File: src/rtl/axi4_lite_addr_route_stage.sv
// AXI4-Lite address decode/route stage with in-order outstanding tracking.
// Optional: AXI4_LITE_DECERR_EN gives unmapped addresses their own target.
module axi4_lite_addr_route_stage #(
  parameter int ADDR_WIDTH      = 32,
  parameter int SLAVE_NUM       = 4,
  parameter logic [SLAVE_NUM-1:0][ADDR_WIDTH-1:0] SLAVE_BASE_ADDR = '0,
  parameter logic [SLAVE_NUM-1:0][ADDR_WIDTH-1:0] SLAVE_ADDR_MASK = '0,
  parameter int MAX_OUTSTANDING = 4,
  localparam int IW = $clog2(SLAVE_NUM),
  localparam int CW = $clog2(MAX_OUTSTANDING + 1)
) (
  input  logic                  clk,
  input  logic                  rst_n,
  input  logic                  in_valid,
  output logic                  in_ready,
  input  logic [ADDR_WIDTH-1:0] in_addr,
  output logic                  out_valid,
  input  logic                  out_ready,
  output logic [ADDR_WIDTH-1:0] out_addr,
  output logic [SLAVE_NUM-1:0]  out_sel,
  output logic [IW-1:0]         out_sel_idx,
  output logic                  out_decerr,
  input  logic                  rsp_done,
  output logic [CW-1:0]         outstanding
);

  typedef struct packed {
    logic [ADDR_WIDTH-1:0] addr;
    logic [SLAVE_NUM-1:0]  sel;
    logic [IW-1:0]         idx;
    logic                  decerr;
  } hold_t;

  typedef enum logic {
    IDLE,
    BUSY
  } trk_state_t;

  localparam logic [CW-1:0] CNT_MAX = CW'(MAX_OUTSTANDING);

  logic [SLAVE_NUM-1:0] dec_match;
  logic [IW-1:0]        dec_idx;
  logic [SLAVE_NUM-1:0] dec_sel;
  logic                 dec_decerr;

  hold_t      hold_q;
  logic       hold_full;
  trk_state_t state_q;
  trk_state_t state_d;
  logic [CW-1:0] count_q;
  logic [CW-1:0] count_d;
  logic [IW-1:0] cur_idx;
  logic       same_tgt;
  logic       at_max;
  logic       launch;
  logic       load;
  logic       rsp_eff;

  // Per-slave match vector
  always_comb begin
    dec_match = '0;
    for (int i = 0; i < SLAVE_NUM; i++) begin
      dec_match[i] =
        (in_addr & SLAVE_ADDR_MASK[i]) == SLAVE_BASE_ADDR[i];
    end
  end

  // Lowest matching index wins
  always_comb begin
    dec_idx = '0;
    for (int i = SLAVE_NUM - 1; i >= 0; i--) begin
      if (dec_match[i]) begin
        dec_idx = IW'(i);
      end
    end
  end

`ifdef AXI4_LITE_DECERR_EN
  logic cur_decerr;
  logic dec_hit;

  assign dec_hit    = |dec_match;
  assign dec_decerr = !dec_hit;
  assign dec_sel    = dec_hit ? (SLAVE_NUM'(1) << dec_idx) : '0;
  assign same_tgt   = (hold_q.idx == cur_idx) &&
                      (hold_q.decerr == cur_decerr);
`else
  assign dec_decerr = 1'b0;
  assign dec_sel    = SLAVE_NUM'(1) << dec_idx;
  assign same_tgt   = hold_q.idx == cur_idx;
`endif

  assign at_max    = count_q == CNT_MAX;
  assign out_valid = hold_full &&
                     (state_q == IDLE || (same_tgt && !at_max));
  assign launch    = out_valid && out_ready;
  assign in_ready  = !hold_full || launch;
  assign load      = in_valid && in_ready;
  assign rsp_eff   = rsp_done && (state_q == BUSY);

  assign out_addr    = hold_q.addr;
  assign out_sel     = hold_q.sel;
  assign out_sel_idx = hold_q.idx;
  assign out_decerr  = hold_q.decerr;
  assign outstanding = count_q;

  // Holding register: refill on accept, empty on launch
  always_ff @(posedge clk or negedge rst_n) begin
    if (!rst_n) begin
      hold_full <= 1'b0;
      hold_q    <= '0;
    end else if (load) begin
      hold_full     <= 1'b1;
      hold_q.addr   <= in_addr;
      hold_q.sel    <= dec_sel;
      hold_q.idx    <= dec_idx;
      hold_q.decerr <= dec_decerr;
    end else if (launch) begin
      hold_full <= 1'b0;
    end
  end

  // Tracker next state; a stray rsp_done at zero is dropped
  always_comb begin
    count_d = count_q;
    state_d = state_q;
    unique case (1'b1)
      launch && !rsp_eff: count_d = count_q + CW'(1);
      rsp_eff && !launch: count_d = count_q - CW'(1);
      default: ;
    endcase
    state_d = (count_d == '0) ? IDLE : BUSY;
  end

  // Tracker state register and current target
  always_ff @(posedge clk or negedge rst_n) begin
    if (!rst_n) begin
      state_q <= IDLE;
      count_q <= '0;
      cur_idx <= '0;
`ifdef AXI4_LITE_DECERR_EN
      cur_decerr <= 1'b0;
`endif
    end else begin
      state_q <= state_d;
      count_q <= count_d;
      if (launch) begin
        cur_idx <= hold_q.idx;
`ifdef AXI4_LITE_DECERR_EN
        cur_decerr <= hold_q.decerr;
`endif
      end
    end
  end

endmodule

File: config.mk
export PLATFORM = sky130hd
export DESIGN_NAME = axi4_lite_addr_route_stage
export DESIGN_NICKNAME = d
export VERILOG_FILES = /design/src/rtl/axi4_lite_addr_route_stage.sv
export SDC_FILE = /design/constraint.sdc
export NUM_CORES = 1
export LEC_CHECK = 0
export BUFFER_PORTS_ARGS = -buffer_cell sky130_fd_sc_hd__buf_2
export CAP_MARGIN = 30
export CORE_ASPECT_RATIO = 1.4
export CORE_MARGIN = 2
export CORE_UTILIZATION = 47
export CTS_CLUSTER_SIZE = 20
export DETAILED_ROUTE_END_ITERATION = 8
export PLACE_DENSITY = 0.78
export SLEW_MARGIN = 20
export SYNTH_ARGS = -nofsm -noshare
export SYNTH_HDL_FRONTEND = slang
export SYNTH_SLANG_ARGS = --single-unit
File: constraint.sdc
create_clock -name clk -period 3.4 [get_ports clk]
set_clock_uncertainty 0.05 [all_clocks]
set_input_delay 0.51 -clock clk [delete_from_list [all_inputs] [get_ports clk]]
set_output_delay 0.51 -clock clk [all_outputs]
set_load 0.01 [all_outputs]
==> results of run 1 <==
-- cell type report --
cell class | instances | area (um^2) | area share
Inverter | 3 | 11.26 | 0.005128
Clock inverter | 2 | 60.06 | 0.02735
Clock buffer | 6 | 82.58 | 0.03761
Tap cell | 42 | 52.55 | 0.02393
Multi-Input combinational cell | 57 | 660.6 | 0.3009
Sequential cell | 38 | 950.9 | 0.4330
Timing Repair Buffer | 75 | 377.9 | 0.1721
-- worst max path at each step --
stage                               from       to  depth (start not counted)
after global placement    outstanding[1]  state_q                          8
after detailed placement  outstanding[0]  state_q                          8
after floorplan           outstanding[1]  state_q                          8
after CTS                 outstanding[0]  state_q                          8
after global routing      outstanding[0]  state_q                          8
final                     outstanding[0]  state_q                          8
-- worst max-delay path, stage by stage, from the launching register on --
cell	delay, ps
dfrtp_1	420
nand4bb_4	220
nand3_1	110
ha_1	200
inv_1	70
fa_1	370
xor2_1	170
o21ai_0	250
nand4bb_1	160
-- metrics by stage --
| step | util | hold slack (ps) | area [um^2] |
|---|---|---|---|
| global route | 0.6136 | 326.3 | 2196 |
| CTS | 0.6136 | 293.1 | 2196 |
| detailed placement | 0.5738 | 403.4 | 2053 |
| finish | 0.6136 | 266.6 | 2196 |
| global placement | 0.5738 | 398.5 | 2053 |
| floorplan | - | 164.4 | 1739 |
-- cell usage in the layout (no fill, tap or decap), drive strengths merged, types with 2 or more instances in the layout --
cell type,instances
and2,2
buf,75
bufinv,2
clkbuf,6
conb,6
dfrtp,38
inv,3
mux2,32
nand2,3
nand4bb,2
-- state kept, by name, indices dropped and copies added (netlist names) --
name / flops
out_sel: 1
outstanding: 3
hold_full: 1
state_q: 1
out_addr: 32
-- kinds of logic (layout without fill, tap and decap cells) --
family,count (synthesis),after routing,share of synthesized area
and+or+nand+nor,11,11,0.05092
AOI/OAI and AO/OA,3,3,0.01236
other,1,6,0.002180
muxes,33,33,0.2785
adders and majority gates,2,2,0.01891
buffers and inverters,13,86,0.07418
xor gates and xnor gates,2,2,0.01018
DFF,38,38,0.5527
-- power by group through the flow --
stage / clock (mW) / sequential (mW) / combinational, mW
floorplan: 0 / 0.730 / 0.348
global placement: 0 / 0.664 / 0.567
detailed placement: 0 / 0.677 / 0.596
CTS: 0.479 / 0.672 / 0.600
global route: 0.503 / 0.689 / 0.651
finish: 0.465 / 0.670 / 0.591
-- per-layer routing --
layer	vias to the layer above	wire, um	part of all wire	GRT usage
li1	490	-	-	-
met5	-	0	0	0
met1	524	1233	0.37	0.2036
met3	4	198	0.060	0.05294
met4	0	42	0.013	0.06504
met2	46	1834	0.55	0.3122
==> reports/results.md, run 1 <==
| Parameter | Value | Unit |
| --- | --- | --- |
| Antenna violations before repair | 0 | - |
| Via Count | 1064 | - |
| Final setup slack of the worst path | 1223 | ps |
| Post-synthesis area per instance | 16.70 | um^2 |
| Count of final hold-check violations | 0 | - |
| Final Max Slew Viols | 0 | - |
| CP Data Arrival Time | 2270 | ps |
| Tightest Hold Check Type | in2async | - |
| Setup crit start kind | flip-flop | - |
| Critical path required time | 3490 | ps |
| Proportion of power drawn by combinational gates | 0.342 | - |
| Relative contribution of sequential cells to total power | 0.388 | - |
| Total Nets Final | 219 | - |
| Total standard cell area after synthesis | 0.001720 | mm^2 |
| Final TNS setup | 0 | ps |
| Number of instances in the synthesized netlist | 103 | - |
| Floorplan die width | 55.14 | um |
| Post-layout total power | 1.727 | mW |
| Worst slew margin relative to its limit | 0.4511 | - |
| Number of buffers added to fix hold violations after cts | 0 | - |
| Starting utilization of the core area | 0.4808 | - |
| Port-buffer cells | 74 | - |
| Run status | complete, no violations | - |
| Pre-CTS setup slack | 1239 | ps |
| Flops & latches, synth | 38 | - |
| Post-layout min period | 2177 | ps |
| Worst Reg2Reg Path Length in Cells | 8 | - |
| Floorplan core area | 0.003578 | mm^2 |
| Number of warnings reported in the yosys synthesis log | 0 | - |
| Fmax achieved | 0.4594 | GHz |
| DRC violations left | 0 | - |
| Top-level port count | 81 | - |
| Area share of the largest cell type after synthesis | 0.5527 | - |
| CTS buffer count | 5 | - |
| Antenna Violating Nets Remaining | 0 | - |
| Global-route wire length before repair | 5188 | um |
| Sequential cell area fraction in the yosys report | 0.5527 | - |
| Internal power contribution | 1.226 | mW |
| Vias per inst | 4.771 | - |
| Crit share post-route | 0.6402 | - |
| Sort of element at the end of the critical path | flip-flop | - |
| Combined global-route utilization of all metal layers | 0.1792 | - |
| HPWL after detailed placement | 2487 | um |
| Unrepaired setup endpoints after global routing | false | - |
| Library cell with the largest summed area after synthesis | dfrtp_1 | - |
| Post-CTS setup buffer count | 0 | - |
| Fillers | 295 | - |
| Die outline area | 0.004167 | mm^2 |
| Worst-Skew Late Latency | 280 | ps |
| Cell count after placement | 215 | - |
| # Max-Cap Violations | 0 | - |
| Flip-flop cell with the highest count after synthesis | dfrtp_1 | - |
| Clock Tree Root | clkbuf_8 | - |
| Clock network fraction of design power | 0.270 | - |
| Switching portion of total power | 0.2900 | - |
| Synth area leaders | dfrtp_1, mux2_4, buf_12, buf_4, mux2_2 | - |
| GR Overflow Total | 0 | - |
| Proportion of layout cells with a drive suffix above 1 | 0.6575 | - |
| H-tree levels | 2 | - |
| Final weighted congestion in routability-driven placement | 0.7313 | - |
| Worst setup path category | reg2reg | - |
| Area growth from synthesis to final layout | 27.64 | % |
| Cts repair resizes | 0 | - |
| Total leakage power | 1.141 | nW |
| Critical R2R Capture | state_q | - |
| Switching power | 0.5007 | mW |
| Clock-pin slew on the worst setup and hold paths | 70 | ps |
| Initial drt markers | 13 | - |
| Per-cell routed wire length | 14.84 | um |
| Worst reg2reg path startpoint | outstanding[0] | - |
| Count of non-filler cells in the finished layout | 223 | - |
| CTS max path bufs | 2 | - |
| Number of enable flip-flop cells after synthesis | 0 | - |
| Vert. Die Dim | 75.59 | um |
| Sink count of the clock tree | 38 | - |
| Maximum vdd ir drop | 0.6381 | mV |
| Ant diodes | 0 | - |
| Count of distinct cell types in the synthesized netlist | 25 | - |
| Largest net degree at the start of global routing | 39 | - |
| Post-synthesis async set-or-reset flop share | 1.000 | - |
| Total setup violations reported at the end of the flow | 0 | - |
| First-pass DRT Iterations | 3 | - |
| Total routed wirelength | 3309 | um |
| Clock tree from TritonCTS | yes | - |
| Commonest cells post-synth | dfrtp_1, mux2_4, buf_4 | - |
| Number of placement rows | 26 | - |
| Actual transition at the worst max-transition pin | 823.3 | ps |
| Power per cell area | 786.3 | mW/mm^2 |
| Most frequent cell after synthesis | dfrtp_1 | - |
| R2r setup slk | 1220 | ps |
| Max Fanout on Critical Path | 4 | - |
| Number of global-route vias before repair | 1103 | - |
Power figures use the tool's default switching activity.
==> run 2: changes to the inputs <==
Settings changed: ABC_AREA set to 1, CORE_UTILIZATION 47 to 41, PLACE_DENSITY 0.78 to 0.72.
Clock period 3.4 ns to 1.95 ns, I/O delays scaled along.
==> run 2 against run 1 <==
  * Combinational power rose by 98%
  * Total power is 69% higher
  * Non-clock buffer count is 7 higher
  * Clock-buffer cell count up 1
  * Synthesized area shrank 3.9%
  * Worst setup slack worse by 1200 ps
  * Via count rose by 34%
  * Sequential power up 79%
==> reports/results.md, run 2 <==
| Parameter | Value | Unit | Delta |
| --- | --- | --- | --- |
| Pre-CTS setup slack | -62.36 | ps | -1301 ps |
| Fillers | 388 | - | +32% |
| CP Data Arrival Time | 2050 | ps | -220 ps |
| Crit share post-route | 0.9841 | - | +0.3440 |
| Global-route wire length before repair | 5830 | um | +12% |
| Final core occ | 0.5508 | - | -0.06287 |
| Post-layout total power | 2.911 | mW | +69% |
| Run status | complete, no violations | - |  |
| Unrepaired setup endpoints after global routing | true | - |  |
| Total standard cell area after synthesis | 0.001654 | mm^2 | -3.9% |
| Clock-pin slew on the worst setup and hold paths | 70 | ps | about the same |
| Worst reg2reg path startpoint | outstanding[1] | - |  |
| Final weighted congestion in routability-driven placement | 0.7622 | - | +4.2% |
| Total leakage power | 1.263 | nW | +11% |
| Sink count of the clock tree | 38 | - | unchanged |
| Area growth from synthesis to final layout | 30.48 | % |  |
| First-pass DRT Iterations | 4 | - | +1 |
| Commonest cells post-synth | nand2_1, dfrtp_1, nand3_1, buf_4, inv_1 | - |  |
| Clock tree from TritonCTS | yes | - |  |
| Number of global-route vias before repair | 1378 | - | +25% |
| Worst Reg2Reg Path Length in Cells | 13 | - | +5 |
| Clock network fraction of design power | 0.187 | - | -0.083 |
| Tightest Hold Check Type | in2reg | - |  |
| Library cell with the largest summed area after synthesis | dfrtp_1 | - |  |
| HPWL after detailed placement | 2549 | um | +2.5% |
| Worst-Skew Late Latency | 280 | ps | about the same |
| Relative contribution of sequential cells to total power | 0.411 | - | +0.023 |
| Cell depth of the worst hold path | 3 | - |  |
| CTS buffer count | 5 | - | unchanged |
| Final Max Slew Viols | 0 | - | unchanged |
| Total routed wirelength | 3601 | um | +8.8% |
| Ant diodes | 0 | - | unchanged |
| Critical path required time | 2080 | ps | -1410 ps |
| Count of final hold-check violations | 0 | - | unchanged |
| Post-synthesis area per instance | 9.088 | um^2 | -46% |
| Count of distinct cell types in the synthesized netlist | 20 | - | -20% |
| Flip-flop count of the largest register, all copies and words added | 32 | - | unchanged |
| Sort of element at the end of the critical path | flip-flop | - |  |
| Port-buffer cells | 74 | - | unchanged |
| Critical R2R Capture | state_q | - |  |
| Flops & latches, synth | 38 | - | unchanged |
| Most frequent cell after synthesis | nand2_1 | - |  |
| Count of non-filler cells in the finished layout | 304 | - | +36% |
| R2r setup slk | 30 | ps | -1190 ps |
| Number of enable flip-flop cells after synthesis | 0 | - | unchanged |
| Switching portion of total power | 0.3719 | - | +0.08197 |
| Starting utilization of the core area | 0.4221 | - | -0.05867 |
| CTS max path bufs | 2 | - | unchanged |
| Worst setup path category | reg2reg | - |  |
| Switching power | 1.083 | mW | +120% |
| Number of instances in the synthesized netlist | 182 | - | +77% |
| Floorplan core area | 0.003919 | mm^2 | +9.5% |
| Flip-flop cell with the highest count after synthesis | dfrtp_1 | - |  |
| Beginning of the worst hold path | in_addr[1] | - |  |
| GR Overflow Total | 0 | - | unchanged |
| Post-synthesis async set-or-reset flop share | 1.000 | - | unchanged |
| Maximum vdd ir drop | 0.7713 | mV | +21% |
| Setup crit start kind | flip-flop | - |  |
| Launching instance or port of the critical path | outstanding[1] | - |  |
| Floorplan die width | 57.68 | um | +4.6% |
| Leading cell type in the layout, fill and taps excluded | buf_2 | - |  |
| Final setup slack of the worst path | 30.92 | ps | -1193 ps |
| Worst hold endpoint | out_addr[1] | - |  |
| Number of placement rows | 27 | - | +3.8% |
| Clock Tree Root | clkbuf_8 | - |  |
| Proportion of power drawn by combinational gates | 0.402 | - | +0.060 |
| Area share of the largest cell type after synthesis | 0.5749 | - | +0.02216 |
| Per-cell routed wire length | 11.85 | um | -20% |
| Internal power contribution | 1.828 | mW | +49% |
| Final TNS setup | 0 | ps | unchanged |
| Max Fanout on Critical Path | 2 | - | -2 |
| Antenna Violating Nets Remaining | 0 | - | unchanged |
| Proportion of layout cells with a drive suffix above 1 | 0.3678 | - | -0.2896 |
| Antenna violations before repair | 0 | - | unchanged |
| Synth area leaders | dfrtp_1, nand2_1, nand3_1, buf_4, buf_6 | - |  |
| Total setup violations reported at the end of the flow | 0 | - | unchanged |
| Initial drt markers | 57 | - | +44 |
| Largest net degree at the start of global routing | 39 | - | unchanged |
| Power per cell area | 1349 | mW/mm^2 | +72% |
| Vias per inst | 4.707 | - | -1.3% |
| Vert. Die Dim | 79.16 | um | +4.7% |
| H-tree levels | 2 | - | unchanged |
| # Max-Cap Violations | 0 | - | unchanged |
| Post-layout min period | 1919 | ps | -257.5 ps |
| Cell count after placement | 293 | - | +36% |
| Fmax achieved | 0.5211 | GHz | +13% |
| Top-level port count | 81 | - | unchanged |
| Leading cell types in the layout, fill and taps excluded | buf_2, nand2_1, dfrtp_1, nand3_1, inv_1 | - |  |
| Die outline area | 0.004566 | mm^2 | +9.6% |
| Via Count | 1431 | - | +34% |
| Sequential cell area fraction in the yosys report | 0.5749 | - | +0.02216 |
| Total Nets Final | 299 | - | +37% |
| DRC violations left | 0 | - | unchanged |
| Number of warnings reported in the yosys synthesis log | 0 | - | unchanged |
| Combined global-route utilization of all metal layers | 0.1673 | - | -0.01193 |
run 2: what timing repair did:
action                     4_1_cts  5_1_grt
hold endpoints to repair        38        0
hold buffers                     1        0
setup endpoints to repair        2        1
pin swaps                        2        0
resized for setup                1        0
buffers inserted                 2        0
run 2: worst max path at each step:
stage                     cells after the start  slack [ps]      end
after floorplan                              13         0.2  state_q
after global placement                       13          30  state_q
after detailed placement                     14         -60  state_q
after CTS                                    13          40  state_q
after global routing                         14        -100  state_q
final                                        13          30  state_q
run 2: per-stage QoR:
step | instance area, um^2 | hold WS, ps
4_1_cts | 2158 | 179.6
3_3_place_gp | 2039 | 221.1
5_1_grt | 2158 | 184.9
2_1_floorplan | 1683 | -53.09
3_5_place_dp | 2039 | 242.2
6_report | 2158 | 183.5
run 2: critical path, stage by stage, from the launching register on:
cell and delay (ps):
dfrtp_1 400, inv_2 90, nand2_2 70, nor2_4 90, nor2_2 50, nand2_1 60, ha_1 150, inv_1 60
fa_2 340, nand2_1 80, nand3b_1 90, xor2_1 190, inv_1 60, nand2_1 40
run 2: area by class of cell:
| type | count | area, um^2 | share of cell area |
|---|---|---|---|
| clock inverters | 1 | 5.005 | 0.002319 |
| well taps | 43 | 53.80 | 0.02493 |
| repair buffers | 82 | 445.4 | 0.2064 |
| multi-input cells | 123 | 579.3 | 0.2684 |
| inverters | 10 | 37.54 | 0.01739 |
| clock buffers | 7 | 86.33 | 0.04000 |
| flip-flops and latches | 38 | 950.9 | 0.4406 |
run 2: per-layer routing:
layer	track usage	vias to the layer above	wire, um
met1	0.1818	655	1445
met3	0.02606	12	178
met5	0	-	0
met4	0.1116	0	121
li1	-	711	-
met2	0.2920	53	1856
run 2: logic make-up (layout without fill, tap and decap cells):
family	Yosys count	count (layout)	synth area share
and+or+nand+nor	111	111	0.2844
other	1	6	0.002267
DFF	38	38	0.5749
AOI/OAI and AO/OA	2	2	0.01437
buffers and inverters	26	100	0.09379
xor gates and xnor gates	2	2	0.01059
adders and majority gates	2	2	0.01967
run 2: power groups by stage:
stage | logic (mW) | registers [mW] | clock network (mW)
2_1_floorplan | 0.601 | 1.34 | 0
3_3_place_gp | 1.13 | 1.21 | 0
3_5_place_dp | 1.15 | 1.21 | 0
4_1_cts | 1.19 | 1.20 | 0.564
5_1_grt | 1.32 | 1.23 | 0.595
6_report | 1.17 | 1.20 | 0.544
==> run 3: changes to the inputs <==
--- a/config.mk
+++ b/config.mk
@@ -9,5 +9,4 @@
 export BUFFER_PORTS_ARGS = -buffer_cell sky130_fd_sc_hd__buf_2
 export CAP_MARGIN = 30
-export CORE_ASPECT_RATIO = 1.4
 export CORE_MARGIN = 2
 export CORE_UTILIZATION = 41
==> constraint.sdc (replaced) <==
create_clock -name clk -period 1.95 [get_ports clk]
set_clock_uncertainty 0.05 [all_clocks]
set_input_delay 0.195 -clock clk [delete_from_list [all_inputs] [get_ports clk]]
set_output_delay 0.195 -clock clk [all_outputs]
set_load 0.01 [all_outputs]
==> run 3 against run 2 <==
  * Hold slack got worse by 87 ps
  * Via count shrank 0.28%
  * Sequential share of layout area rose by 0.23 points
  * Final cell count is 2.3% higher
  * Sequential cell count is the same
  * Non-clock buffer count grew 1
  * Fmax rose by 1.3%
  * Clock power down 11%
  * Worst setup slack gained 25 ps
  * Utilization fell by 0.62 points
  * Critical endpoint unchanged
  * Largest power group is now combinational cells
==> reports/results.md, run 3 (synthesized netlist as in run 2, its figures left out) <==
| Parameter | Value | Unit | Delta |
| --- | --- | --- | --- |
| Max Fanout on Critical Path | 2 | - | unchanged |
| Leading cell type in the layout, fill and taps excluded | buf_2 | - |  |
| Met2 Resource Use GR | 0.2537 | - | -0.03837 |
| Count of non-filler cells in the finished layout | 311 | - | +2.3% |
| Final setup slack of the worst path | 55.99 | ps | +25.07 ps |
| Area growth from synthesis to final layout | 29.80 | % |  |
| Worst slew margin relative to its limit | 0.4437 | - |  |
| Fmax achieved | 0.5280 | GHz | +1.3% |
| Combined global-route utilization of all metal layers | 0.1558 | - | -0.01153 |
| R2r setup slk | 60 | ps | +30 ps |
| Die outline area | 0.004558 | mm^2 | -0.16% |
| Count of final hold-check violations | 0 | - | unchanged |
| Vert. Die Dim | 67.52 | um | -15% |
| # Max-Cap Violations | 0 | - | unchanged |
| Relative contribution of sequential cells to total power | 0.414 | - | +0.003 |
| Unrepaired setup endpoints after global routing | true | - |  |
| Ant diodes | 0 | - | unchanged |
| Initial drt markers | 64 | - | +12% |
| Vias per inst | 4.588 | - | -2.5% |
| Largest net degree at the start of global routing | 39 | - | unchanged |
| Power per cell area | 1350 | mW/mm^2 | about the same |
| H-tree levels | 2 | - | unchanged |
| Total Nets Final | 300 | - | +0.33% |
| DRC violations left | 0 | - | unchanged |
| Most Used Layer, Global Route | met2 | - |  |
| Cell count after placement | 298 | - | +1.7% |
| Number of global-route vias before repair | 1196 | - | -13% |
| Clock-pin slew on the worst setup and hold paths | 70 | ps | about the same |
| Fraction of met3 tracks used by global routing | 0.04000 | - | +0.01394 |
| Maximum cell stage delay along the critical path | 390 | ps | about the same |
| Floorplan core area | 0.003943 | mm^2 | +0.61% |
| Flip-flop count of the largest register, all copies and words added | 32 | - | unchanged |
| Total setup violations reported at the end of the flow | 0 | - | unchanged |
| Critical Path, Cell by Cell | inv_2, nand2_2, nor2_4, nor2_2, nand2_1, ha_1, inv_1, fa_2, inv_1, nand2_1, nand3b_1, xor2_1, inv_1, nand2_1 | - |  |
| Worst-Skew Late Latency | 270 | ps | about the same |
| CTS buffer count | 5 | - | unchanged |
| Internal power contribution | 1.820 | mW | -0.46% |
| GR Overflow Total | 0 | - | unchanged |
| CP Data Arrival Time | 2060 | ps | about the same |
| Tightest Hold Check Type | in2reg | - |  |
| Post-layout min period | 1894 | ps | -25.07 ps |
| Total leakage power | 1.254 | nW | -0.72% |
| Pre-CTS setup slack | -40.60 | ps | +21.76 ps |
| Leading cell types in the layout, fill and taps excluded | buf_2, nand2_1, dfrtp_1, nand3_1 | - |  |
| Maximum vdd ir drop | 0.5085 | mV | -34% |
| Total routed wirelength | 3517 | um | -2.3% |
| HPWL after detailed placement | 2427 | um | -4.8% |
| Switching portion of total power | 0.3721 | - | about the same |
| Final weighted congestion in routability-driven placement | 0.7824 | - | +2.7% |
| Clock Tree Root | clkbuf_8 | - |  |
| Per-cell routed wire length | 11.31 | um | -4.5% |
| Global-route wire length before repair | 5257 | um | -9.8% |
| First-pass DRT Iterations | 4 | - | unchanged |
| Clock network fraction of design power | 0.167 | - | -0.020 |
| CP max stage cell | dfrtp_1 | - |  |
| Port-buffer cells | 74 | - | unchanged |
| Proportion of layout cells with a drive suffix above 1 | 0.3640 | - | -0.003831 |
| Crit share post-route | 0.9713 | - | -0.01286 |
| Top-level port count | 81 | - | unchanged |
| Number of placement rows | 23 | - | -15% |
| Starting utilization of the core area | 0.4195 | - | -0.002545 |
| Run status | complete, no violations | - |  |
| Via Count | 1427 | - | -0.28% |
| Met1 track utilization from global routing | 0.2045 | - | +0.02273 |
| Sort of element at the end of the critical path | flip-flop | - |  |
| Setup crit start kind | flip-flop | - |  |
| Final Max Slew Viols | 0 | - | unchanged |
| Antenna Violating Nets Remaining | 0 | - | unchanged |
| Antenna violations before repair | 0 | - | unchanged |
| Actual transition at the worst max-transition pin | 834.4 | ps |  |
| Sink count of the clock tree | 38 | - | unchanged |
| Critical path required time | 2120 | ps | +40 ps |
| Clock tree from TritonCTS | yes | - |  |
| Worst setup path category | reg2reg | - |  |
| Final core occ | 0.5446 | - | -0.006177 |
| Switching power | 1.078 | mW | -0.40% |
| CTS max path bufs | 2 | - | unchanged |
| Proportion of power drawn by combinational gates | 0.420 | - | +0.018 |
| Floorplan die width | 67.52 | um | +17% |
==> run 3: cell count changes in the layout (fill, tap and decap cells not counted) <==
cell      before  now
o21ai_1        0    1
clkbuf_8       6    5
buf_4          6    8
clkbuf_1       1    2
clkinv_2       1    0
buf_12         1    0
o21ai_0        1    0
==> run 3: per-stage QoR <==
stage	power (mW)	setup TNS [ps]	instance area (um^2)	hold slack (ps)
2_1_floorplan	1.939	0	1683	-150.6
3_3_place_gp	2.310	0	2021	290.6
3_5_place_dp	2.361	-40.60	2021	295.3
4_1_cts	2.885	0	2122	91.70
5_1_grt	3.143	-112.4	2147	94.49
6_report	2.898	0	2147	96.65
==> run 3: final timing paths <==
path                           startpoint  cells after the start      endpoint
min in group asynchronous           rst_n                      2       state_q
max                        outstanding[1]                     14       state_q
max in group asynchronous           rst_n                      2  out_addr[14]
max reg2reg                outstanding[1]                     14       state_q
min                           in_addr[29]                      3  out_addr[29]
min reg2reg                    out_sel[0]                      2    out_sel[0]
==> run 3: power by group through the flow <==
stage	clock network, mW	logic [mW]	registers (mW)
2_1_floorplan	0	0.601	1.34
5_1_grt	0.535	1.38	1.23
4_1_cts	0.504	1.18	1.20
3_3_place_gp	0	1.11	1.20
3_5_place_dp	0	1.15	1.21
6_report	0.483	1.22	1.20
==> run 3: what timing repair did <==
| item | CTS | global route |
|---|---|---|
| resized for setup | 0 | 2 |
| pin swaps | 2 | 1 |
| setup buffers | 2 | 3 |
| setup endpoints to repair | 1 | 2 |
| hold buffers | 1 | 0 |
| hold endpoints to repair | 19 | 0 |
| cloned | 0 | 0 |
==> run 3: final cells by class <==
type | count | area, um^2
well taps | 50 | 62.56
inverters | 10 | 37.54
clock buffers | 7 | 76.32
flip-flops and latches | 38 | 950.9
multi-input cells | 123 | 579.3
fillers | 405 | 1795
repair buffers | 83 | 440.4
==> run 3: metal layers <==
| layer | share of wire | wire [um] |
|---|---|---|
| met1 | 0.45 | 1576 |
| met2 | 0.49 | 1736 |
| met3 | 0.049 | 171 |
| met4 | 0.0094 | 33 |
| met5 | 0 | 0 |
==> run 3: critical path, delay by kind of cell, from the launching register on <==
kind | cells | cell delay [ps]
xor gates and xnor gates | 1 | 190
DFF | 1 | 390
buffers and inverters | 4 | 270
and+or+nand+nor | 7 | 430
adders and majority gates | 2 | 500
